`config.mk`:
```
export PLATFORM = sky130hd
export DESIGN_NAME = aqp_audio_sched
export DESIGN_NICKNAME = d
export VERILOG_FILES = /design/src/rtl/aqp_audio_sched.sv
export SDC_FILE = /design/constraint.sdc
export NUM_CORES = 1
export LEC_CHECK = 0
export ABC_AREA = 1
export CORE_AREA = 3 3 250 252
export DETAILED_ROUTE_END_ITERATION = 8
export DIE_AREA = 0 0 253 255
export PLACE_DENSITY = 0.63
export SETUP_SLACK_MARGIN = 0.3
export SYNTH_ARGS = -nofsm -noshare
export SYNTH_HDL_FRONTEND = slang
export SYNTH_SLANG_ARGS = --single-unit
```
`constraint.sdc`:
```
create_clock -name clk -period 7.11 [get_ports clk]
set_clock_uncertainty 0.2 [all_clocks]
set_input_delay 1.0665 -clock clk [delete_from_list [all_inputs] [get_ports clk]]
set_output_delay 1.0665 -clock clk [all_outputs]
set_load 0.02 [all_outputs]
```
`src/rtl/aqp_audio_sched.sv`:
```
// rtl/aqp_audio_sched.sv - stereo sample FIFO with rate divider feeding a PWM DAC.
// Optional low-water interrupt is built only when AQP_AUDIO_SCHED_IRQ_EN is defined.
module aqp_audio_sched #(
  parameter int FIFO_AW     = 4,
  parameter int PRIME_LEVEL = 8
) (
  input  logic               clk,
  input  logic               reset,
  input  logic               enable,
  input  logic [15:0]        rate_div,
  input  logic               wr_en,
  input  logic [31:0]        wr_data,
  input  logic               status_clr,
  output logic               fifo_full,
  output logic [FIFO_AW:0]   fifo_level,
  output logic               underrun,
  output logic               overflow,
  output logic               irq,
  output logic               next_sample,
  output logic [15:0]        left_data,
  output logic [15:0]        right_data
);

  localparam int DEPTH = 1 << FIFO_AW;
  localparam logic [FIFO_AW:0] DEPTH_LV = (FIFO_AW+1)'(DEPTH);
  localparam logic [FIFO_AW:0] PRIME_LV = (FIFO_AW+1)'(PRIME_LEVEL);

  typedef enum logic [1:0] {ST_OFF, ST_PRIME, ST_RUN} state_t;

  state_t               state, state_n;
  logic [15:0]          counter;
  logic                 tick, empty;
  logic                 push, pop, drop, starve, flush;
  logic [31:0]          mem [DEPTH];
  logic [31:0]          rd_frame;
  logic [FIFO_AW-1:0]   wr_ptr, rd_ptr, wr_addr;
  logic [FIFO_AW:0]     level, level_n;

  assign tick       = enable && (counter == rate_div);
  assign empty      = (level == '0);
  assign fifo_full  = (level == DEPTH_LV);
  assign fifo_level = level;
  assign rd_frame   = mem[rd_ptr];

  always_comb begin
    state_n = state;
    pop     = 1'b0;
    starve  = 1'b0;
    if (!enable) begin
      state_n = ST_OFF;
    end else begin
      case (state)
        ST_OFF:   state_n = ST_PRIME;
        ST_PRIME: if (level >= PRIME_LV) state_n = ST_RUN;
        ST_RUN: begin
          if (tick) begin
            if (empty) begin
              starve  = 1'b1;
              state_n = ST_PRIME;
            end else begin
              pop = 1'b1;
            end
          end
        end
        default:  state_n = ST_OFF;
      endcase
    end
  end

  // A push in the flush cycle lands at slot 0 of the freshly emptied FIFO.
  always_comb begin
    flush   = (state != ST_OFF) && !enable;
    push    = wr_en && !fifo_full;
    drop    = wr_en && fifo_full;
    wr_addr = flush ? '0 : wr_ptr;
    level_n = level;
    if (flush) begin
      level_n = push ? (FIFO_AW+1)'(1) : '0;
    end else if (push && !pop) begin
      level_n = level + (FIFO_AW+1)'(1);
    end else if (pop && !push) begin
      level_n = level - (FIFO_AW+1)'(1);
    end
  end

  always_ff @(posedge clk) begin
    if (reset) state <= ST_OFF;
    else       state <= state_n;
  end

  always_ff @(posedge clk) begin
    if (reset || !enable) counter <= '0;
    else if (tick)        counter <= '0;
    else                  counter <= counter + 16'd1;
  end

  always_ff @(posedge clk) begin
    if (reset) begin
      wr_ptr <= '0;
      rd_ptr <= '0;
      level  <= '0;
    end else begin
      if (push) wr_ptr <= wr_addr + FIFO_AW'(1);
      else if (flush) wr_ptr <= '0;
      if (flush)    rd_ptr <= '0;
      else if (pop) rd_ptr <= rd_ptr + FIFO_AW'(1);
      level <= level_n;
    end
  end

  always_ff @(posedge clk) begin
    if (push) mem[wr_addr] <= wr_data;
  end

  always_ff @(posedge clk) begin
    if (reset) begin
      next_sample <= 1'b0;
      left_data   <= '0;
      right_data  <= '0;
    end else begin
      next_sample <= pop || starve;
      if (pop) begin
        left_data  <= rd_frame[31:16];
        right_data <= rd_frame[15:0];
      end else if (starve) begin
        left_data  <= 16'h0000;
        right_data <= 16'h0000;
      end
    end
  end

  // Set events win over a simultaneous clear.
  always_ff @(posedge clk) begin
    if (reset) begin
      underrun <= 1'b0;
      overflow <= 1'b0;
    end else begin
      if (starve)          underrun <= 1'b1;
      else if (status_clr) underrun <= 1'b0;
      if (drop)            overflow <= 1'b1;
      else if (status_clr) overflow <= 1'b0;
    end
  end

`ifdef AQP_AUDIO_SCHED_IRQ_EN
  localparam logic [FIFO_AW:0] HALF_LV = (FIFO_AW+1)'(1 << (FIFO_AW-1));

  always_ff @(posedge clk) begin
    if (reset) irq <= 1'b0;
    else       irq <= (state_n != ST_OFF) && (level_n < HALF_LV);
  end
`else
  assign irq = 1'b0;
`endif

endmodule

```
==> metrics.csv <==
stage,metric,value,unit
clocking,hold_buf cts,0,
die,initial core utilization,0.400,
die,Die Height,255,microns
place,Routability Congestion,0.829,
layout,area grow syn2layout,14.6,%
synth,Netlist cell types,44,
power_and_ir_drop,switch share,0.206,
layout,Finished Layout Cells,2899,
grt,first-pass GRT wire length,83500,microns
clocking,CTS Buffer Depth,3,
power_and_ir_drop,worst IR drop on VDD,0.000189,V
synth,syn_nets,2065,
synth,Synth Cell Area,0.0241,sq mm
clocking,Sink Count,582,
die,I/O pin total,95,
drt,final WL,54100,microns
die,Die X,253,microns
grt,initial antenna violation count,1,
layout,fin util,0.458,
die,Rows,90,
synth,Post-synth EDFFs,512,
layout,Nets,2129,
clocking,TritonCTS clock tree,yes,
timing,RSZ-0062 raised after global routing,no,
power_and_ir_drop,power density over cell area,261,mW/mm^2
synth,Post-Syn Area per Cell,12.0,sq um
drt,first-iteration detailed-routing DRC count,1142,
outcome,status,finished clean,
power_and_ir_drop,register share of total power,0.526,
run,max-cap check violation count,0,
synth,Mapped Cells,2002,
layout,ratio of cells with drive above 1 in the final layout,0.0798,
clocking,TritonCTS buffer count,60,
timing,hold_ws,0.264,ns
timing,fin crit period,3.92,ns
drt,detailed-route via count,14900,
setup_path,Worst Setup SP,enable,
timing,final hold violation count,0,
power_and_ir_drop,Switching Power,0.00149,W
setup_path,CP most frequent cell,nand2_1,
clocking,clk slew on worst S/H paths,0.06,ns
setup_path,peak fanout along the critical path,18,
timing,Relative slew margins,0.208,
setup_path,Crit Reg-Reg Startpoint,state[1],
grt,largest net degree at the start of global routing,204,
place,DP Cell Count,2786,
power_and_ir_drop,leakage,9.72,nW
synth,Yosys Warn Count,0,
clocking,Skew-Pair Late Insertion Delay,0.61,ns
layout,# fillers,5388,
drt,Remaining DRCs,0,
setup_path,crit end category,flip-flop,
grt,vias in the first global route,14500,
setup_path,CP max-delay cell,nor2_4,
drt,First-pass DRT Iterations,5,
min_path,worst min-delay path category,flip-flop to flip-flop,
synth,Synth Flop Type,edfxtp_1,
synth,Yosys reg bits,582,
power_and_ir_drop,Clk pwr share,0.437,
setup_path,FF-to-FF path depth,8,
setup_path,Worst R2R Setup Slack,3.67,ns
setup_path,crit path DAT,3.98,ns
clocking,CTS Root Cell,clkbuf_16,
power_and_ir_drop,logic gate share of total power,0.036,
place,HPWL after DPL,30700,microns
clocking,Resized Gates After CTS,0,
clocking,CTS H-tree lvls,2,
timing,worst-margin pin slew,1.19,ns
drt,Routed Antenna Nets,0,
grt,grt total ovfl,0,
clocking,Setup Buffers After CTS,0,
setup_path,r2r endpoint,mem[12][27],
setup_path,critical path cell sequence,"clkdlybuf4s50_1, a21oi_1, inv_1, nand2_1, ha_1, nand2_1, nor2_4, buf_4",
synth,post-synthesis sequential area ratio,0.696,
setup_path,Worst Setup Start Kind,primary input,
power_and_ir_drop,Power Total,0.00721,W
setup_path,Worst Setup Path Type,primary input to flip-flop,
synth,Post-synth ARST share,0,
timing,setup violators final,0,
die,die area,0.0645,sq mm
timing,Setup TNS,0,ns
drt,wire per inst,18.7,microns
power_and_ir_drop,Int Power,0.00572,W
grt,Tot GR Track Use,0.167,
timing,fmax,0.255,GHz
place,Port Buf Inserts,93,
setup_path,Critical Path RT,7.17,ns
layout,most frequent cells in the layout,"512 x edfxtp_1, 227 x a21oi_1, 224 x inv_1",
drt,post-DR vias/cell,5.12,
timing,Pins Over Slew Limit,0,
setup_path,max incr delay on CP,0.60,ns
setup_path,CP endpoint,mem[12][27],
timing,fin crit share,0.552,
layout,"most common cell after layout, fill and taps aside",edfxtp_1,
die,Core Region,0.0604,sq mm
layout,antenna diode count,0,
## worst max-delay path: cells and delay by family
family,cells,cell delay (ns)
fa+ha+maj,1,0.19
buf+inv,3,1.22
simple gates,3,1.05
compound gates,1,0.41
## worst min-delay path by stage
stage / slack, ns / endpoint / cells past startpoint / from
finish: 0.26 / left_data[4] / 2 / left_data[4]
global route: 0.28 / left_data[15] / 2 / left_data[15]
floorplan: 0.23 / state[0] / 1 / state[1]
detailed placement: 0.26 / left_data[15] / 2 / left_data[15]
CTS: 0.27 / left_data[15] / 2 / left_data[15]
global placement: 0.24 / state[0] / 1 / state[1]
## per-layer routing
| layer | global-route usage | vias up | part of all wire |
|---|---|---|---|
| li1 | - | 7216 | - |
| met1 | 0.223 | 7215 | 0.45 |
| met2 | 0.287 | 350 | 0.49 |
| met3 | 0.0223 | 72 | 0.045 |
| met4 | 0.0481 | 2 | 0.020 |
| met5 | 0 | - | 0.00026 |
## state kept, by name (all words and copies together) (netlist names), named ones only
name	flops
counter	16
next_sample	1
underrun	1
overflow	1
right_data	16
wr_ptr	4
left_data	16
fifo_level	5
mem	512
rd_ptr	4
state	2
## Yosys cell counts, types with 2 or more instances
cell      count  area [sq um]
o21ai_1      36           180
nor3_2        2          20.0
nor4_1        2          12.5
nor3_1        9          45.0
edfxtp_1    512         15400
mux2i_1      64           641
nand3_1      84           420
mux2_2       18           203
nor3b_1       4          30.0
xor2_1        8          70.1
xnor2_1       3          26.3
nand4_1      16           100
buf_2        36           180
nand2_1     222           833
buf_4         7          52.6
inv_1       225           845
dfxtp_1      70          1400
buf_8         5          75.1
o211ai_1     47           353
ha_1          9           113
nand2_2       2          12.5
clkbuf_1     32           120
a31oi_1       2          12.5
inv_2         7          26.3
nor2_1      103           387
nand3b_1      2          15.0
buf_1         9          33.8
buf_6        20           225
o21ai_0     205          1030
a21oi_1     227          1140
## kinds of logic after synthesis
logic type / share of synthesized area
flip-flops: 0.696
AO/OA/AOI/OAI: 0.113
AND/OR/NAND/NOR: 0.0812
buffers and inverters: 0.0651
multiplexers: 0.0350
XOR/XNOR: 0.00400
adder cells (fa/ha/maj): 0.00550
other: 0.000155
## area by class of cell
cell class,instances,area [sq um],share of cell area
Tap cell,782,978,0.0354
Clock inverter,32,329,0.0119
Multi-Input combinational cell,1077,5890,0.213
Timing Repair Buffer,111,1090,0.0393
Sequential cell,582,16800,0.607
Inverter,234,891,0.0322
Clock buffer,81,1670,0.0605
## per-stage QoR
step	instance area, sq um	setup WS, ns
after floorplan	24100	3.34
after global placement	25600	2.66
after detailed placement	25600	2.59
after CTS	27600	3.24
after global routing	27600	3.05
final	27600	3.19
## power by group through the flow
stage                     Sequential (W)  Combinational (W)  Clock [W]
after CTS                        0.00379           0.000266    0.00322
final                            0.00379           0.000263    0.00315
after detailed placement         0.00387           0.000265          0
after floorplan                  0.00387           0.000124          0
after global routing             0.00380           0.000294    0.00335
after global placement           0.00386           0.000259          0
Note: power is estimated with default switching activity, not from simulation.
